### config.mk
export PLATFORM = sky130hd
export DESIGN_NAME = recovery_release_seq_flat
export DESIGN_NICKNAME = d
export VERILOG_FILES = /design/src/rtl/recovery_release_seq_if.sv /design/src/rtl/recovery_release_seq.sv /design/src/flat_wrapper.sv
export SDC_FILE = /design/constraint.sdc
export NUM_CORES = 1
export LEC_CHECK = 0
export ABC_CLOCK_PERIOD_IN_PS = 4019
export CAP_MARGIN = 20
export CORE_MARGIN = 1
export CORE_UTILIZATION = 50
export CTS_CLUSTER_DIAMETER = 100
export DETAILED_ROUTE_END_ITERATION = 16
export PLACE_DENSITY = 0.75
export SYNTH_ARGS = -nofsm -noshare
export SYNTH_HDL_FRONTEND = slang
export SYNTH_SLANG_ARGS = --single-unit
export TNS_END_PERCENT = 1
### constraint.sdc
create_clock -name clk -period 4.02 [get_ports clk]
set_clock_uncertainty 0.15 [all_clocks]
set_input_delay 1.005 -clock clk [delete_from_list [all_inputs] [get_ports clk]]
set_output_delay 1.005 -clock clk [all_outputs]
set_load 0.005 [all_outputs]
### src/rtl/recovery_release_seq_if.sv
// Bundles the request/status lines between reset sources, the sequencer and the
// downstream flop bank it guards.
interface recovery_release_seq_if #(
  parameter int N_REQ = 2
);
  logic [N_REQ-1:0] req;
  logic             async_out;
  logic             clk_en;
  logic             ready;
  logic [N_REQ-1:0] src_latched;
  logic [7:0]       abort_count;
  logic [1:0]       state_o;

  modport master (
    output req,
    input  async_out, clk_en, ready, src_latched, abort_count, state_o
  );

  modport slave (
    input  req,
    output async_out, clk_en, ready, src_latched, abort_count, state_o
  );
endinterface

### src/rtl/recovery_release_seq.sv
// Holds an async control line high for a minimum width, releases it on a clock
// edge and keeps the downstream clock enable low for a full recovery window.
module recovery_release_seq #(
  parameter int N_REQ        = 2,
  parameter int ASSERT_CYC   = 4,
  parameter int RECOVERY_CYC = 5
) (
  input logic                   clk,
  input logic                   rst,
  recovery_release_seq_if.slave bus
);

  localparam int CNT_MAX = (ASSERT_CYC > RECOVERY_CYC) ? ASSERT_CYC : RECOVERY_CYC;
  localparam int CNT_W   = $clog2(CNT_MAX + 1);

  typedef enum logic [1:0] {
    RUN     = 2'd0,
    HOLD    = 2'd1,
    RECOVER = 2'd2,
    ILLEGAL = 2'd3
  } state_t;

  state_t           state_q;
  logic [CNT_W-1:0] cnt_q;
  logic             asyncOut_q;
  logic             clkEn_q;
  logic             ready_q;
  logic [N_REQ-1:0] srcLatched_q;
  logic [7:0]       abortCount_q;
  logic             reqAny;

  assign reqAny = |bus.req;

  // A request always wins over recovery completion, so clk_en can only rise
  // after an uninterrupted RECOVERY_CYC cycles with async_out low.
  always_ff @(posedge clk) begin
    if (rst) begin
      state_q      <= HOLD;
      cnt_q        <= '0;
      asyncOut_q   <= 1'b1;
      clkEn_q      <= 1'b0;
      ready_q      <= 1'b0;
      srcLatched_q <= '0;
      abortCount_q <= '0;
    end else begin
      case (state_q)
        RUN: begin
          if (reqAny) begin
            state_q      <= HOLD;
            cnt_q        <= '0;
            asyncOut_q   <= 1'b1;
            clkEn_q      <= 1'b0;
            ready_q      <= 1'b0;
            srcLatched_q <= bus.req;
          end
        end
        HOLD: begin
          srcLatched_q <= srcLatched_q | bus.req;
          if (cnt_q < CNT_W'(ASSERT_CYC - 1)) begin
            cnt_q <= cnt_q + CNT_W'(1);
          end else if (!reqAny) begin
            state_q    <= RECOVER;
            cnt_q      <= '0;
            asyncOut_q <= 1'b0;
          end
        end
        RECOVER: begin
          if (reqAny) begin
            state_q      <= HOLD;
            cnt_q        <= '0;
            asyncOut_q   <= 1'b1;
            srcLatched_q <= srcLatched_q | bus.req;
            if (abortCount_q != 8'hFF) begin
              abortCount_q <= abortCount_q + 8'd1;
            end
          end else if (cnt_q == CNT_W'(RECOVERY_CYC - 1)) begin
            state_q <= RUN;
            clkEn_q <= 1'b1;
            ready_q <= 1'b1;
          end else begin
            cnt_q <= cnt_q + CNT_W'(1);
          end
        end
        default: begin
          state_q    <= HOLD;
          cnt_q      <= '0;
          asyncOut_q <= 1'b1;
          clkEn_q    <= 1'b0;
          ready_q    <= 1'b0;
        end
      endcase
    end
  end

  assign bus.async_out   = asyncOut_q;
  assign bus.clk_en      = clkEn_q;
  assign bus.ready       = ready_q;
  assign bus.src_latched = srcLatched_q;
  assign bus.abort_count = abortCount_q;
  assign bus.state_o     = state_q;

endmodule

### src/flat_wrapper.sv
// flat-port wrapper written by rule: the top's interface ports become plain ports
module recovery_release_seq_flat 
#(
  parameter int N_REQ        = 2,
  parameter int ASSERT_CYC   = 4,
  parameter int RECOVERY_CYC = 5
)
  (clk, rst, bus_req, bus_async_out, bus_clk_en, bus_ready, bus_src_latched, bus_abort_count, bus_state_o);
  recovery_release_seq_if #(.N_REQ(N_REQ)) bus_i ();
  input logic clk;
  input logic rst;
  input wire logic [$bits(bus_i.req)-1:0] bus_req;
  output wire logic [$bits(bus_i.async_out)-1:0] bus_async_out;
  output wire logic [$bits(bus_i.clk_en)-1:0] bus_clk_en;
  output wire logic [$bits(bus_i.ready)-1:0] bus_ready;
  output wire logic [$bits(bus_i.src_latched)-1:0] bus_src_latched;
  output wire logic [$bits(bus_i.abort_count)-1:0] bus_abort_count;
  output wire logic [$bits(bus_i.state_o)-1:0] bus_state_o;
  assign bus_i.req = bus_req;
  assign bus_async_out = bus_i.async_out;
  assign bus_clk_en = bus_i.clk_en;
  assign bus_ready = bus_i.ready;
  assign bus_src_latched = bus_i.src_latched;
  assign bus_abort_count = bus_i.abort_count;
  assign bus_state_o = bus_i.state_o;
  recovery_release_seq #(.N_REQ(N_REQ), .ASSERT_CYC(ASSERT_CYC), .RECOVERY_CYC(RECOVERY_CYC)) u_core (.clk(clk), .rst(rst), .bus(bus_i));
endmodule
## Word-level counts from Yosys, hierarchy flattened

Index checks and enable logic that the tools add are counted.

| word-level totals | value |
|---|---|
| bits in writable memories | 0 |
| output and inout port bits | 15 |
| memories | 0 |
| latch bits | 0 |
| ROM bits | 0 |
| register bits | 17 |

| operators by class | value |
|---|---|
| bitwise gates (word level) | 2 |
| $mul | 0 |
| divide/modulo/power cells | 0 |
| reduce and logical (&&, ||, !) cells | 10 |
| mux-type cells | 23 |
| shift operators | 0 |
| magnitude comparators | 1 |
| eq/ne operators | 14 |
| $add $sub $neg | 2 |

Operators with widths:

| operator | count |
|---|---|
| two-way mux 3 bit | 5 |
| two-way mux 2 bit | 7 |
| one-hot mux 2 bit (3 select lines) | 2 |
| AND reduction 3 bit | 4 |
| one-hot mux 3 bit (3 select lines) | 1 |
| adder 8 x 1 -> 8 bit, second input constant | 1 |
| inequality test 2 x 1 -> 1 bit, second input constant | 4 |
| inequality test 8 bit, second input constant | 1 |
| AND reduction 4 bit | 2 |
| two-way mux 1 bit | 6 |
| inequality test 2 bit, second input constant | 3 |
| OR reduction 2 bit | 2 |
| adder 3 x 1 -> 3 bit, second input constant | 1 |
| == test 3 bit, second input constant | 1 |
| < comparator 3 x 2 -> 1 bit, second input constant | 1 |
| inequality test 3 x 1 -> 1 bit, second input constant | 1 |
| inequality test 3 x 2 -> 1 bit, second input constant | 1 |
| inequality test 3 bit, second input constant | 1 |
| one-hot mux 1 bit (3 select lines) | 1 |
| nonzero test 3 bit | 1 |
| == test 2 x 1 -> 1 bit, second input constant | 1 |
| == test 2 bit, second input constant | 1 |
| logical NOT 2 bit | 1 |
| OR 2 bit | 1 |
| 2 further kinds | 2 |

## Logic depth before layout (Yosys ltp)

| logic depth | value |
|---|---|
| depth after elaboration | 4 |
| depth in mapped cells | 6 |
| depth with buffers taken out | 6 |

## Least setup slack after synthesis

No wires, ideal clock.

| timing | value |
|---|---|
| path kind | input to register |
| start point | in bus_req[1] |
| end point | reg u_core.state_q[0], in the netlist u_core.bus.state_o[0] |
| path buffers | 1 |
| stages | 5 |
| data arrival time | 1.831 ns |
| setup slack | 1.919 ns |
| setup time | 0.120 ns |
| path through | or2_1 > buf_6 > o21ai_0 > nand2b_1 > a211o_1 |

| on the way | value |
|---|---|
| longest elaborated chain between the ends | 3 |
| elaborated cells between the ends (all ways) | 7 |
| those cells by class | 3 x eq/ne; 2 x mux; 2 x reduce/logical |

RTL lines:

| element | line | source |
|---|---|---|
| start: declaration | flat_wrapper.sv:12 | `input wire logic [$bits(bus_i.req)-1:0] bus_req;` |
| OR reduction 2 bit * | recovery_release_seq.sv:32 | `assign reqAny = \|bus.req;` |
| inequality test 3 x 1 -> 1 bit (no line) (tied with other cells) | n/a |  |
| AND reduction 4 bit (no line) / one-hot mux 2 bit (3 select lines) (equally long branches) | n/a |  |
| end signal: assignment | recovery_release_seq.sv:38 | `state_q <= HOLD;` |
| end signal: assignment | recovery_release_seq.sv:49 | `state_q <= HOLD;` |
| end signal: assignment | recovery_release_seq.sv:62 | `state_q <= RECOVER;` |
| end: declaration | recovery_release_seq.sv:23 | `state_t state_q;` |

Mark *: on every way between the ends. The rest lies on a longest branch, timed or not.
A chain may end at the register's enable or synchronous reset.

## Worst setup path after layout

| timing | value |
|---|---|
| start point | in bus_req[0] |
| end point | reg u_core.abortCount_q[5], in the netlist u_core.bus.abort_count[5] |

| on the way | value |
|---|---|
| longest elaborated chain between the ends | 2 |

RTL lines:

| element | line | source |
|---|---|---|
| OR reduction 2 bit | recovery_release_seq.sv:32 |  |
| AND reduction 3 bit (no line) | n/a |  |
| end signal: assignment | recovery_release_seq.sv:74 | `abortCount_q <= abortCount_q + 8'd1;` |
| end: declaration | recovery_release_seq.sv:29 | `logic [7:0] abortCount_q;` |

Every way passes these cells.

==> results.toml <==
[setup_path]
crit_type = "in2reg"
path_max_fanout = 14
cpLargestDelayFamily = "simple AND/OR/NAND/NOR gates"
path_cells = "clkdlybuf4s50_1, or2_1, o211ai_4, or4_1, a21oi_1"
critPathLaunchType = "primary input"
critical_path_required_ps = 4090
crit_path_end_kind = "flop"
slowest_delay_ps = 560
path_buf_inv = 1
slowest_stage = "clkdlybuf4s50_1"
worst_ep_arrival_time_ps = 2660

[placed_design]
portBuffers = 18
place_congestion = 0.7933
dp_hpwl_mm = 1.430
dpl_cell_area_um2 = 1120

[floorplanning]
chipHeight_um = 45.50
dieArea_um2 = 2070
rows = 15
io_pins = 19
core-area_um2 = 1745
fp.dieW_um = 45.50
start_util_pct = 54.19

[clocking]
clock_latency_ps = 300
post_cts_buffers = 0
cts.sinks = 17
clkTransAtPathRegs_ps = 100
cts_tree = "yes"
cts_buffers = 3
ctsHoldBuffers = 0
clockBufferDepth = 2
htreeDepth = 1
ctsRootBufferMaster = "clkbuf_4"
cts.repair.resized = 0

[yosys]
seq_area_frac_synth_pct = 35.98
synth_area_um2 = 945.9
synth_cells = 115
syn_nets = 125
syn_area_per_cell_um2 = 8.225
ys_types = 33
yosysWarnings = 0
synth-seq-cells = 17

[routing]
antenna_left = 0
dr.first_iter.drc_count = 15
drt_wl_total_mm = 1.985
wire_per_inst_um = 12.64
vias = 892
drt-vias-per-instance = 5.682
drc = 0
drt_first_pass_iters = 4

[timing]
fin_crit_sh_pct = 64.45
rsz0062_at_grt = "no"
tightest_slew_ps = 621.0
fmax_ghz = 0.3860
setup_viol = 0
fin_tns_setup_ps = 0
timing_max_transition_violations_final = 0
slew_headroom_pct = 58.47
fin_crit_ps = 2591
hold_viol = 0

[grt]
grt_pass1_wl_mm = 3.374
track_usage_pct = 22.65
gr-total-overflow = 0
grt_max_degree = 19
grt_pass1_vias = 769
grt_antenna_before_repair = 0

[layout]
areaGrowthSynthToFinish_pct = 21.16
final_util_pct = 65.66
fin_area_um2 = 1146
multiInputGateArea_um2 = 545.5
fill_cells = 153
antenna_cells = 0
final_nets = 143
drive_gt1_share_pct = 5.303
register_area_um2 = 340.3

[power]
leakage_nw = 0.4381
max-vdd-ir-drop_uv = 258.8
p_per_area_nw_per_um2 = 381.2

[flow_run]
max-cap-violations = 0

[hold_path]
hold_path.class = "reg2reg"

[status]
status = "complete, no violations"
[power by group]
part | internal, mW | switching (mW)
clock | 0.0387 | 0.0562
combinational | 0.0630 | 0.0712
sequential | 0.187 | 0.0207
[tightest hold or removal path: cells and delay by family, from the launching register on]
family / cells / cell delay (ps)
AOI/OAI and AO/OA: 1 / 80
DFF: 1 / 340
and+or+nand+nor: 1 / 60
[cell usage after synthesis]
| cell | count | area share [%] |
|---|---|---|
| or3_2 | 1 | 0.79 |
| xor2_1 | 1 | 0.93 |
| o22ai_1 | 3 | 2.0 |
| nor3_1 | 3 | 1.6 |
| inv_1 | 6 | 2.4 |
| a21o_1 | 2 | 1.6 |
| buf_4 | 1 | 0.79 |
| o22a_2 | 1 | 1.1 |
| buf_6 | 2 | 2.4 |
| or4_1 | 3 | 2.4 |
| a21boi_0 | 1 | 0.79 |
| nor2_1 | 3 | 1.2 |
| nand4_1 | 1 | 0.66 |
| a21oi_1 | 15 | 7.9 |
| or3_1 | 3 | 2.0 |
| a211oi_1 | 2 | 1.6 |
| a211o_1 | 1 | 0.93 |
| ha_1 | 6 | 7.9 |
| o21a_1 | 1 | 0.79 |
| or2_1 | 1 | 0.66 |
| o211ai_4 | 1 | 2.2 |
| dfxtp_1 | 17 | 36 |
| clkbuf_1 | 1 | 0.40 |
| o31ai_1 | 3 | 2.4 |
| o21ai_0 | 8 | 4.2 |
| nand2_1 | 12 | 4.8 |
| mux2i_1 | 1 | 1.1 |
| nand2b_1 | 3 | 2.0 |
| nor4_1 | 1 | 0.66 |
| buf_1 | 1 | 0.40 |
| a31oi_1 | 1 | 0.66 |
| or2_2 | 1 | 0.66 |
| nand3_1 | 8 | 4.2 |
[layout make-up]
| cell class | instances | area share, % |
|---|---|---|
| timing repair buffer | 18 | 15.72 |
| multi-input combinational | 87 | 47.60 |
| tap | 25 | 2.729 |
| sequential | 17 | 29.69 |
| inverter | 6 | 1.965 |
| clock buffer | 4 | 2.293 |
[worst paths after layout]
path,start,endpoint,slack [ps],cells past startpoint
worst min register to register,u_core.bus.async_out,u_core.bus.async_out,370,2
worst max register to register,u_core.bus.state_o[0],u_core.bus.state_o[0],2110,6
worst max-delay path,bus_req[0],u_core.bus.abort_count[5],1430,5
worst min-delay path,u_core.bus.async_out,u_core.bus.async_out,370,2
[metal layers]
| metal | part of all wire (%) | routed length [um] | global-route usage [%] |
|---|---|---|---|
| met3 | 4.0 | 80 | 5.159 |
| met4 | 2.0 | 39 | 10.91 |
| met5 | 0 | 0 | 0 |
| met2 | 46 | 917 | 33.43 |
| met1 | 48 | 947 | 30.83 |
[cell families (layout without fill, tap and decap cells)]
kind of cell / Yosys count / count (layout) / synth area share (%)
adders and majority gates: 6 / 6 / 7.936
xor gates and xnor gates: 1 / 1 / 0.9261
and+or+nand+nor: 40 / 40 / 21.56
AOI/OAI and AO/OA: 39 / 39 / 26.19
muxes: 1 / 1 / 1.058
buffers and inverters: 11 / 28 / 6.348
DFF: 17 / 17 / 35.98
[cells in the final DEF (no fill, tap or decap), types with 2 or more instances in the layout]
cell / instances
nand2_1: 12
clkbuf_4: 3
a211oi_1: 2
nor3_1: 3
o31ai_1: 3
nand2b_1: 3
nand3_1: 8
nor2_1: 3
ha_1: 6
a21o_1: 2
o21ai_0: 8
clkdlybuf4s50_1: 18
inv_1: 6
dfxtp_1: 17
a21oi_1: 15
or3_1: 3
or4_1: 3
o22ai_1: 3
[registers in the layout, indices dropped and copies added, names as in the netlist]
register	flops
u_core.bus.clk_en	1
u_core.bus.abort_count	8
u_core.cnt_q	3
u_core.bus.src_latched	2
u_core.bus.state_o	2
u_core.bus.async_out	1
[metrics by stage]
stage	setup slack [ps]	hold WS (ps)	power (mW)	cells
global route	1326	386.1	0.4694	157
global placement	1185	331.4	0.3432	153
finish	1429	365.9	0.4369	157
floorplan	1919	323.5	0.3048	115
CTS	1442	364.3	0.4400	157
detailed placement	1127	346.8	0.3453	153
No activity file was read; power rests on OpenSTA's default activity.
